**config.mk**
```make
export PLATFORM = sky130hd
export DESIGN_NAME = nucl_sampler
export DESIGN_NICKNAME = d
export VERILOG_FILES = /design/src/rtl/alisim_pkg.sv /design/src/rtl/nucl_lfsr16.sv /design/src/rtl/nucl_sampler.sv
export SDC_FILE = /design/constraint.sdc
export NUM_CORES = 1
export LEC_CHECK = 0
export CAP_MARGIN = 20
export CELL_PAD_IN_SITES_DETAIL_PLACEMENT = 0
export CELL_PAD_IN_SITES_GLOBAL_PLACEMENT = 2
export CORE_ASPECT_RATIO = 1.75
export CORE_MARGIN = 3
export CORE_UTILIZATION = 29
export DETAILED_ROUTE_END_ITERATION = 6
export PLACE_DENSITY = 0.9
export SLEW_MARGIN = 0
export SYNTH_ARGS = -nofsm -noshare
export SYNTH_HDL_FRONTEND = slang
export SYNTH_SLANG_ARGS = --single-unit
```
**constraint.sdc**
```tcl
create_clock -name clk -period 9.3 [get_ports clk]
set_input_delay 1.86 -clock clk [delete_from_list [all_inputs] [get_ports clk]]
set_output_delay 1.86 -clock clk [all_outputs]
set_load 0.01 [all_outputs]
```
**src/rtl/alisim_pkg.sv**
```systemverilog
// Shared types and constants for the alignment-simulation pipeline:
// nucleotide codes, probability widths, sampler FSM states and LFSR settings.
package alisim_pkg;

  localparam int PROB_W = 10;
  localparam int ROW_W  = 4 * PROB_W;

  typedef enum logic [1:0] {
    NUC_A = 2'b00,
    NUC_C = 2'b01,
    NUC_G = 2'b10,
    NUC_T = 2'b11
  } nucl_e;

  typedef enum logic [1:0] {
    IDLE = 2'd0,
    RUN  = 2'd1,
    DONE = 2'd2
  } state_e;

  localparam logic [15:0] LFSR_TAPS         = 16'hB400;
  localparam logic [15:0] LFSR_DEFAULT_SEED = 16'hACE1;

  // An all-zero state would lock the LFSR, so it is never allowed in.
  function automatic logic [15:0] lfsr_seed_fix(input logic [15:0] s);
    return (s == 16'h0000) ? LFSR_DEFAULT_SEED : s;
  endfunction

endpackage

```
**src/rtl/nucl_lfsr16.sv**
```systemverilog
// 16-bit Galois LFSR with synchronous reload; zero seeds are replaced by the
// default seed both at reset and on load.
module nucl_lfsr16
  import alisim_pkg::*;
#(
  parameter logic [15:0] SEED = LFSR_DEFAULT_SEED
) (
  input  logic        clk,
  input  logic        reset_n,
  input  logic        en,
  input  logic        load,
  input  logic [15:0] load_val,
  output logic [15:0] q
);

  localparam logic [15:0] RESET_VAL = lfsr_seed_fix(SEED);

  // NOTE: sequential state uses non-blocking (<=) so every flop samples
  // pre-edge values regardless of statement order.
  always_ff @(posedge clk or negedge reset_n) begin
    if (!reset_n) begin
      q <= RESET_VAL;
    end else if (load) begin
      q <= lfsr_seed_fix(load_val);
    end else if (en) begin
      q <= {1'b0, q[15:1]} ^ (q[0] ? LFSR_TAPS : 16'h0000);
    end
  end

endmodule

```
**src/rtl/nucl_sampler.sv**
```systemverilog
// Per-site inverse-CDF nucleotide sampler: latches one chunk of probability
// rows, draws one LFSR value per site and packs the chosen 2-bit codes.
module nucl_sampler #(
  parameter int          N_SITES = 16,
  parameter int          PROB_W  = 10,
  parameter logic [15:0] SEED    = 16'hACE1
) (
  input  logic                        clk,
  input  logic                        reset_n,
  input  logic                        in_valid,
  output logic                        in_ready,
  input  logic [N_SITES*4*PROB_W-1:0] in_rows,
  input  logic                        seed_load,
  input  logic [15:0]                 seed,
  output logic                        out_valid,
  input  logic                        out_ready,
  output logic [2*N_SITES-1:0]        out_nucl,
  output logic                        busy
);

  import alisim_pkg::state_e;
  import alisim_pkg::IDLE;
  import alisim_pkg::RUN;
  import alisim_pkg::DONE;
  import alisim_pkg::nucl_e;
  import alisim_pkg::NUC_A;
  import alisim_pkg::NUC_C;
  import alisim_pkg::NUC_G;
  import alisim_pkg::NUC_T;

  localparam int ROW_W = 4 * PROB_W;
  localparam int CNT_W = (N_SITES > 1) ? $clog2(N_SITES) : 1;
  localparam int SUM_W = PROB_W + 2;
  localparam logic [CNT_W-1:0] LAST_SITE = CNT_W'(N_SITES - 1);

  state_e                     state_q, state_d;
  logic [N_SITES*ROW_W-1:0]   rows_q;
  logic [CNT_W-1:0]           cnt_q;
  logic [2*N_SITES-1:0]       nucl_q;
  logic [15:0]                lfsr_q;

  logic [ROW_W-1:0]           row;
  logic [SUM_W-1:0]           c0, c1, c2, r;
  nucl_e                      pick;

  nucl_lfsr16 #(.SEED(SEED)) u_lfsr (
    .clk      (clk),
    .reset_n  (reset_n),
    .en       (state_q == RUN),
    .load     ((state_q == IDLE) && seed_load),
    .load_val (seed),
    .q        (lfsr_q)
  );

  always_ff @(posedge clk or negedge reset_n) begin
    if (!reset_n) state_q <= IDLE;
    else          state_q <= state_d;
  end

  // NOTE: every always_comb output gets a default first so no path can
  // leave it unassigned and infer a latch.
  always_comb begin
    state_d = state_q;
    unique case (state_q)
      IDLE:    if (in_valid)            state_d = RUN;
      RUN:     if (cnt_q == LAST_SITE)  state_d = DONE;
      DONE:    if (out_ready)           state_d = IDLE;
      default:                          state_d = IDLE;
    endcase
  end

  // Cumulative thresholds are widened so oversubscribed rows saturate
  // toward earlier symbols instead of wrapping.
  always_comb begin
    row  = rows_q[cnt_q*ROW_W +: ROW_W];
    c0   = SUM_W'(row[4*PROB_W-1:3*PROB_W]);
    c1   = c0 + SUM_W'(row[3*PROB_W-1:2*PROB_W]);
    c2   = c1 + SUM_W'(row[2*PROB_W-1:PROB_W]);
    r    = SUM_W'(lfsr_q[PROB_W-1:0]);
    pick = NUC_T;
    if      (r < c0) pick = NUC_A;
    else if (r < c1) pick = NUC_C;
    else if (r < c2) pick = NUC_G;
  end

  always_ff @(posedge clk or negedge reset_n) begin
    if (!reset_n) begin
      rows_q <= '0;
      cnt_q  <= '0;
      nucl_q <= '0;
    end else begin
      if ((state_q == IDLE) && in_valid) begin
        rows_q <= in_rows;
        cnt_q  <= '0;
      end else if (state_q == RUN) begin
        nucl_q[cnt_q*2 +: 2] <= pick;
        cnt_q                <= cnt_q + 1'b1;
      end
    end
  end

  assign in_ready  = (state_q == IDLE);
  assign out_valid = (state_q == DONE);
  assign busy      = (state_q != IDLE);
  assign out_nucl  = nucl_q;

endmodule

```
==> impl_results.md, run 1 <==
* Vias in the first global route at ~21000
* Final min period at between 7 and 8 ns
* Cell variety after synth at 69
* Sinks on Clock Net at approximately 530
* Post-synth design cell area at approximately 0.026 mm2
* Wirelength per Cell at 21.1 um
* Detailed Route Iter0 Violations at ~1400
* Hold Vio Cnt, Final at 0
* Most frequent cells in the layout: 1478 x nand2_1, 534 x clkdlybuf4s50_1, 522 x dfrtp_1
* Critical Path AT at around 7.7 ns
* Die X-Extent at approximately 230 um
* Synth Warn # at 0
* Final instance area at 0.0340 mm2
* DR pass1 iterations at 7
* Final core occ at 0.390
* Initial antenna violation count at 39
* Critical Path Start: cnt_q[0]
* Crit Path Class: reg -> reg
* Status: finished clean
* Hold_sp: rows_q[313]
* Syn Nets at around 3400
* Clock network power share at 0.151
* Global Route Usage Sum at 0.198
* F_max at around 0.14 GHz
* Grt total ovfl at 0
* R2r startpoint: cnt_q[0]
* Most common cell after layout, fill and taps aside: nand2_1
* Post-detail-place hpwl at about 67 mm
* Die Footprint at a little over 0.09 mm2
* Hold Crit Class: reg -> reg
* Hold buffer count at cts at 0
* Startpoint Class: flop
* PwrDens at between 400 and 500 mW/mm2
* Max H-tree Level at 2
* Sw frac at 0.447
* Switch Pwr at a little under 0.007 W
* Fin Clk Skew at ~0.02 ns
* Internal at 0.00857 W
* Worst VDD drop at ~0.55 mV
* Setup TNS at 0 ns
* Required time worst endpoint at ~9.8 ns
* Clk_lat worst skew at 0.63 ns
* Cells after Synth at between 2000 and 3000
* Logic pwr share at 0.582
* Tcrit/Tclk final at 0.776
* Largest net degree at the start of global routing at 211
* FF+latch count, synth at between 500 and 600
* Core ar. at about 0.087 mm2
* Deepest clock path buffer count at 3
* Post-cts resize count at 0
* Num rows at 143
* Max-Cap Viols at 0
* Initial Utilization at 0.294
* RSZ-0062 raised after global routing: no
* DRC violations left at 0
* Vias per cell at around 4.7
* First-pass GRT wire length at 136 mm
* Slew margin rel. at 0.211
* Area Growth Syn to Fin at 32.5%
* CP Max Fanout at 36
* Part of the power in registers at 0.267
* Clk root buf: clkbuf_16
* CTS tree: yes
* Port Buffers at roughly 540
* Number of synthesized flops with an enable pin at 0
* Final Net Count at between 3000 and 4000
* Die H at between 300 and 400 um
* Final setup fails at 0
* Placed cell area at approximately 0.032 mm2
* Leak at approximately 16 nW
* Final ANT Viol Nets at 0
* Clk pin slew, worst setup/hold paths at approximately 0.07 ns
* Post-CTS setup buffer count at 0
* Most used flip-flop cell after synthesis: dfrtp_1
* Routed via count at 20600
* WL final at 92.8 mm
* Slew @ Worst Pin at around 1.2 ns
* Final slew viol count at 0
* Tot Pwr at 0.0155 W
* # IOs at just under 700
* Ys async rst share at 1.00
* Total CTS buffers at 54
* Syn Area/Cell at ~9.4 um2
* Crit path capture type: flop
* Share of layout cells above drive strength 1 at 0.0864
* Placer Congestion at about 0.8
* Post-synthesis sequential area ratio at 0.521
==> metal layers <==
layer | wire length (um) | global-route usage | vias up
met5 | 105 | 0 | -
met4 | 4150 | 0.103 | 14
met3 | 4930 | 0.0388 | 141
met2 | 46900 | 0.339 | 587
met1 | 36700 | 0.236 | 9984
li1 | - | - | 9827
==> synth_stat cells, types with 3 or more instances <==
master / instances / area [um2]
xnor2_1: 12 / 105
buf_2: 13 / 65.1
mux2_2: 18 / 203
mux4_2: 122 / 2750
a2111oi_0: 3 / 26.3
buf_4: 6 / 45.0
buf_6: 7 / 78.8
nand2_1: 1479 / 5550
a211oi_1: 4 / 30.0
inv_1: 27 / 101
o22ai_1: 9 / 56.3
dfrtp_1: 526 / 13200
a21o_1: 8 / 60.1
nand4_1: 4 / 25.0
mux2i_1: 37 / 370
o21ai_0: 22 / 110
nor2_1: 51 / 191
mux4_1: 8 / 210
buf_1: 3 / 11.3
and2_1: 6 / 37.5
nand3_1: 18 / 90.1
or2_2: 3 / 18.8
o21a_1: 5 / 37.5
dfstp_2: 8 / 210
nand2b_1: 7 / 43.8
ha_1: 44 / 551
a21oi_1: 27 / 135
xor2_1: 11 / 96.3
and3_1: 8 / 50.1
clkbuf_1: 127 / 477
nor4_1: 7 / 43.8
nor3_1: 12 / 60.1
a31oi_1: 16 / 100
nor2b_1: 6 / 37.5
a22oi_1: 8 / 60.1
o221ai_1: 8 / 70.1
==> kinds of logic (layout without fill, tap and decap cells) <==
logic type	Yosys count	count (layout)	share of synthesized area
buffers and inverters	188	685	0.0319
XOR/XNOR	23	23	0.00784
other	0	25	0
adder cells (fa/ha/maj)	46	46	0.0230
AND/OR/NAND/NOR	1611	1611	0.243
multiplexers	185	185	0.137
AO/OA/AOI/OAI	134	134	0.0361
flip-flops	534	534	0.521
==> registers in the layout, indices dropped and copies added (netlist names) <==
register  cells
state_q       2
rows_q      480
out_nucl     32
u_lfsr.q     16
cnt_q         4
==> through the flow <==
step,setup slack [ns],cells,hold WS (ns)
after floorplan,2.75,2721,0.437
after global placement,2.12,4280,0.450
after detailed placement,2.04,4280,0.455
after CTS,2.01,4377,0.470
after global routing,1.65,4395,0.488
final,2.09,4403,0.464
==> path summary, 6_finish.rpt <==
kind | to | slack, ns | cells past startpoint
setup / recovery | out_nucl[10] | 2.09 | 22
hold / removal | rows_q[313] | 0.46 | 2
setup reg to reg | out_nucl[10] | 2.09 | 22
hold reg to reg | rows_q[313] | 0.46 | 2
max in group asynchronous | rows_q[144] | 6.42 | 2
min in group asynchronous | rows_q[375] | 1.29 | 1
==> worst max-delay path, stage by stage (launching register included) <==
cell	delay, ns
dfrtp_4	0.82
buf_12	0.36
mux4_2	0.59
mux4_2	0.52
ha_1	0.26
fa_1	0.43
a21oi_1	0.17
nor2_1	0.08
nor3_1	0.24
xor2_1	0.29
inv_1	0.13
ha_1	0.24
or2_2	0.33
o41ai_1	0.40
a21oi_1	0.13
nor2_1	0.13
xor2_1	0.17
ha_1	0.18
a2111oi_0	0.08
a221oi_1	0.42
or3b_2	0.50
o221a_4	0.35
a31oi_1	0.19
==> cell type report <==
class                           instances  area, um2
Fill cell                            8908      53300
Timing Repair Buffer                  559       5660
Clock buffer                           70       1480
Antenna cell                           25       62.6
Inverter                               29        109
Multi-Input combinational cell       1999      11500
Tap cell                             1160       1450
Clock inverter                         27        383
Sequential cell                       534      13400
==> power groups by stage <==
stage          Clock [W]  Combinational [W]  Sequential [W]
4_1_cts          0.00241            0.00918         0.00414
2_1_floorplan          0            0.00676         0.00386
6_report         0.00234            0.00901         0.00413
3_3_place_gp           0            0.00900         0.00414
5_1_grt          0.00249             0.0101         0.00427
3_5_place_dp           0            0.00914         0.00418
Power figures use the tool's default switching activity.
==> run 2, diff against run 1 <==
Clock period 9.3 ns to 7 ns, I/O delays scaled along.
==> impl_results.md, run 2 (synthesis results as in run 1) <==
* Sinks on Clock Net at 534
* CP bufs+invs at 2
* Share of layout cells above drive strength 1 at 0.0974
* CP delay by family, top: compound AO/OA/AOI/OAI gates
* Hold Crit Class: reg -> reg
* Die Footprint at 0.0923 mm2
* F_max at between 0.1 and 0.15 GHz
* Crit path max-delay cell type: dfrtp_4
* Status: finished clean
* R2r setup slk at 0.33 ns
* Placer Congestion at between 0.8 and 0.9
* PwrDens at just over 600 mW/mm2
* Final ANT Viol Nets at 0
* Worst path max stage delay at roughly 0.59 ns
* Clk root buf: clkbuf_16
* WL final at 94.0 mm
* Clk_lat worst skew at approximately 0.64 ns
* Tot Pwr at about 0.021 W
* Num rows at approximately 140
* Startpoint Class: flop
* Routed via count at roughly 21000
* CP cell instances: clkbuf_4 -> mux4_2 -> mux4_2 -> ha_1 -> fa_1 -> a21oi_1 -> nor2_1 -> nor3_1 -> xor2_1 -> inv_1 -> ha_1 -> or2_2 -> o41ai_1 -> a21oi_1 -> nor2_1 -> xor2_1 -> ha_1 -> a2111oi_0 -> a221oi_2 -> or3b_2 -> o221a_4 -> a31oi_1
* Wirelength per Cell at between 20 and 25 um
* CTS tree: yes
* Global Route Usage Sum at 0.201
* Max-Cap Viols at 0
* DR pass1 iterations at 7
* Crit path capture type: flop
* Slew margin rel. at 0.353
* Placed cell area at between 0.03 and 0.04 mm2
* First-pass GRT wire length at ~140 mm
* Most flops, register: rows_q
* Most common cell after layout, fill and taps aside: nand2_1
* # IOs at a little under 700
* Port Buffers at roughly 540
* Die H at about 400 um
* Vias per cell at approximately 4.7
* Total CTS buffers at 54
* Core ar. at 0.0873 mm2
* Final Net Count at around 3900
* Final instance area at roughly 0.034 mm2
* Initial antenna violation count at 25
* Max H-tree Level at 2
* Required time worst endpoint at around 7.5 ns
* Largest net degree at the start of global routing at ~180
* CP Max Fanout at 16
* Clk pin slew, worst setup/hold paths at around 0.060 ns
* Final setup fails at 0
* Fin Clk Skew at roughly 0.024 ns
* Final min period at 6.67 ns
* Die X-Extent at 231 um
* Most used cell, CP: ha_1
* Slew @ Worst Pin at approximately 0.97 ns
* Critical Path AT at between 7 and 8 ns
* Final slew viol count at 0
* Initial Utilization at 0.294
* Leak at ~16 nW
* Tcrit/Tclk final at 0.953
* Grt total ovfl at 0
* Largest register FFs at 480
* Deepest clock path buffer count at 3
* Most frequent cells in the layout: 1478 x nand2_1, 534 x clkdlybuf4s50_1, 522 x dfrtp_1
* Vias in the first global route at ~22000
* Detailed Route Iter0 Violations at approximately 1400
* Post-detail-place hpwl at between 60 and 70 mm
* DRC violations left at 0
* Worst VDD drop at about 1.2 mV
* Crit Path Class: reg -> reg
* Area Growth Syn to Fin at 33.7%
* Hold Vio Cnt, Final at 0
## run 2: changes by cell type in the layout (fill, tap and decap cells not counted), sizes merged
| cell | before | now |
|---|---|---|
| inv | 33 | 31 |
| buf | 25 | 56 |
| clkinv | 11 | 13 |
| bufinv | 8 | 6 |
| clkbuf | 70 | 78 |
| diode | 25 | 18 |
## run 2: final timing paths
check,endpoint,cells past startpoint,from
min,rows_q[338],2,rows_q[338]
max reg2reg,out_nucl[18],22,cnt_q[0]
min in group asynchronous,rows_q[375],1,reset_n
max,out_nucl[18],22,cnt_q[0]
max in group asynchronous,rows_q[187],2,reset_n
min reg2reg,rows_q[338],2,rows_q[338]
## run 2: per-layer routing
layer | GRT usage | up-vias | wire length, um
met3 | 0.0340 | 128 | 4640
met1 | 0.243 | 10100 | 37300
met5 | 0 | - | 27
met4 | 0.0661 | 4 | 2760
li1 | - | 9894 | -
met2 | 0.362 | 567 | 49200
## run 2: layout make-up
type | instances | area, um2
Inverter | 29 | 109
Fill cell | 8984 | 53000
Clock inverter | 25 | 319
Sequential cell | 534 | 13400
Multi-Input combinational cell | 1999 | 11500
Clock buffer | 77 | 1590
Antenna cell | 18 | 45.0
Timing Repair Buffer | 591 | 5950
Tap cell | 1160 | 1450
## run 2: tightest hold or removal path: stages, from the launching register on
cell and delay, ns:
dfrtp_1 0.34, nand2_1 0.05, nand2_1 0.05
## run 2: where the power goes
part	total [W]	switching [W]	internal [W]
combinational	0.0122	0.00701	0.00523
clock	0.00312	0.00131	0.00181
sequential	0.00547	0.000926	0.00455
## run 2: metrics by stage
step	setup TNS [ns]	hold WS, ns	instances	setup WS (ns)	utilization
detailed placement	0	0.455	4308	0.241	0.371
CTS	0	0.471	4410	0.177	0.392
global route	-0.00679	0.479	4426	-0.00679	0.393
global placement	0	0.450	4308	0.284	0.371
finish	0	0.468	4433	0.331	0.393
floorplan	0	0.437	2721	0.448	-
## run 2: timing repair
| action | in CTS | in global routing |
|---|---|---|
| buffers inserted | 0 | 5 |
| setup endpoints to repair | 0 | 16 |
| gates resized for setup | 0 | 2 |
| hold buffers | 0 | 0 |
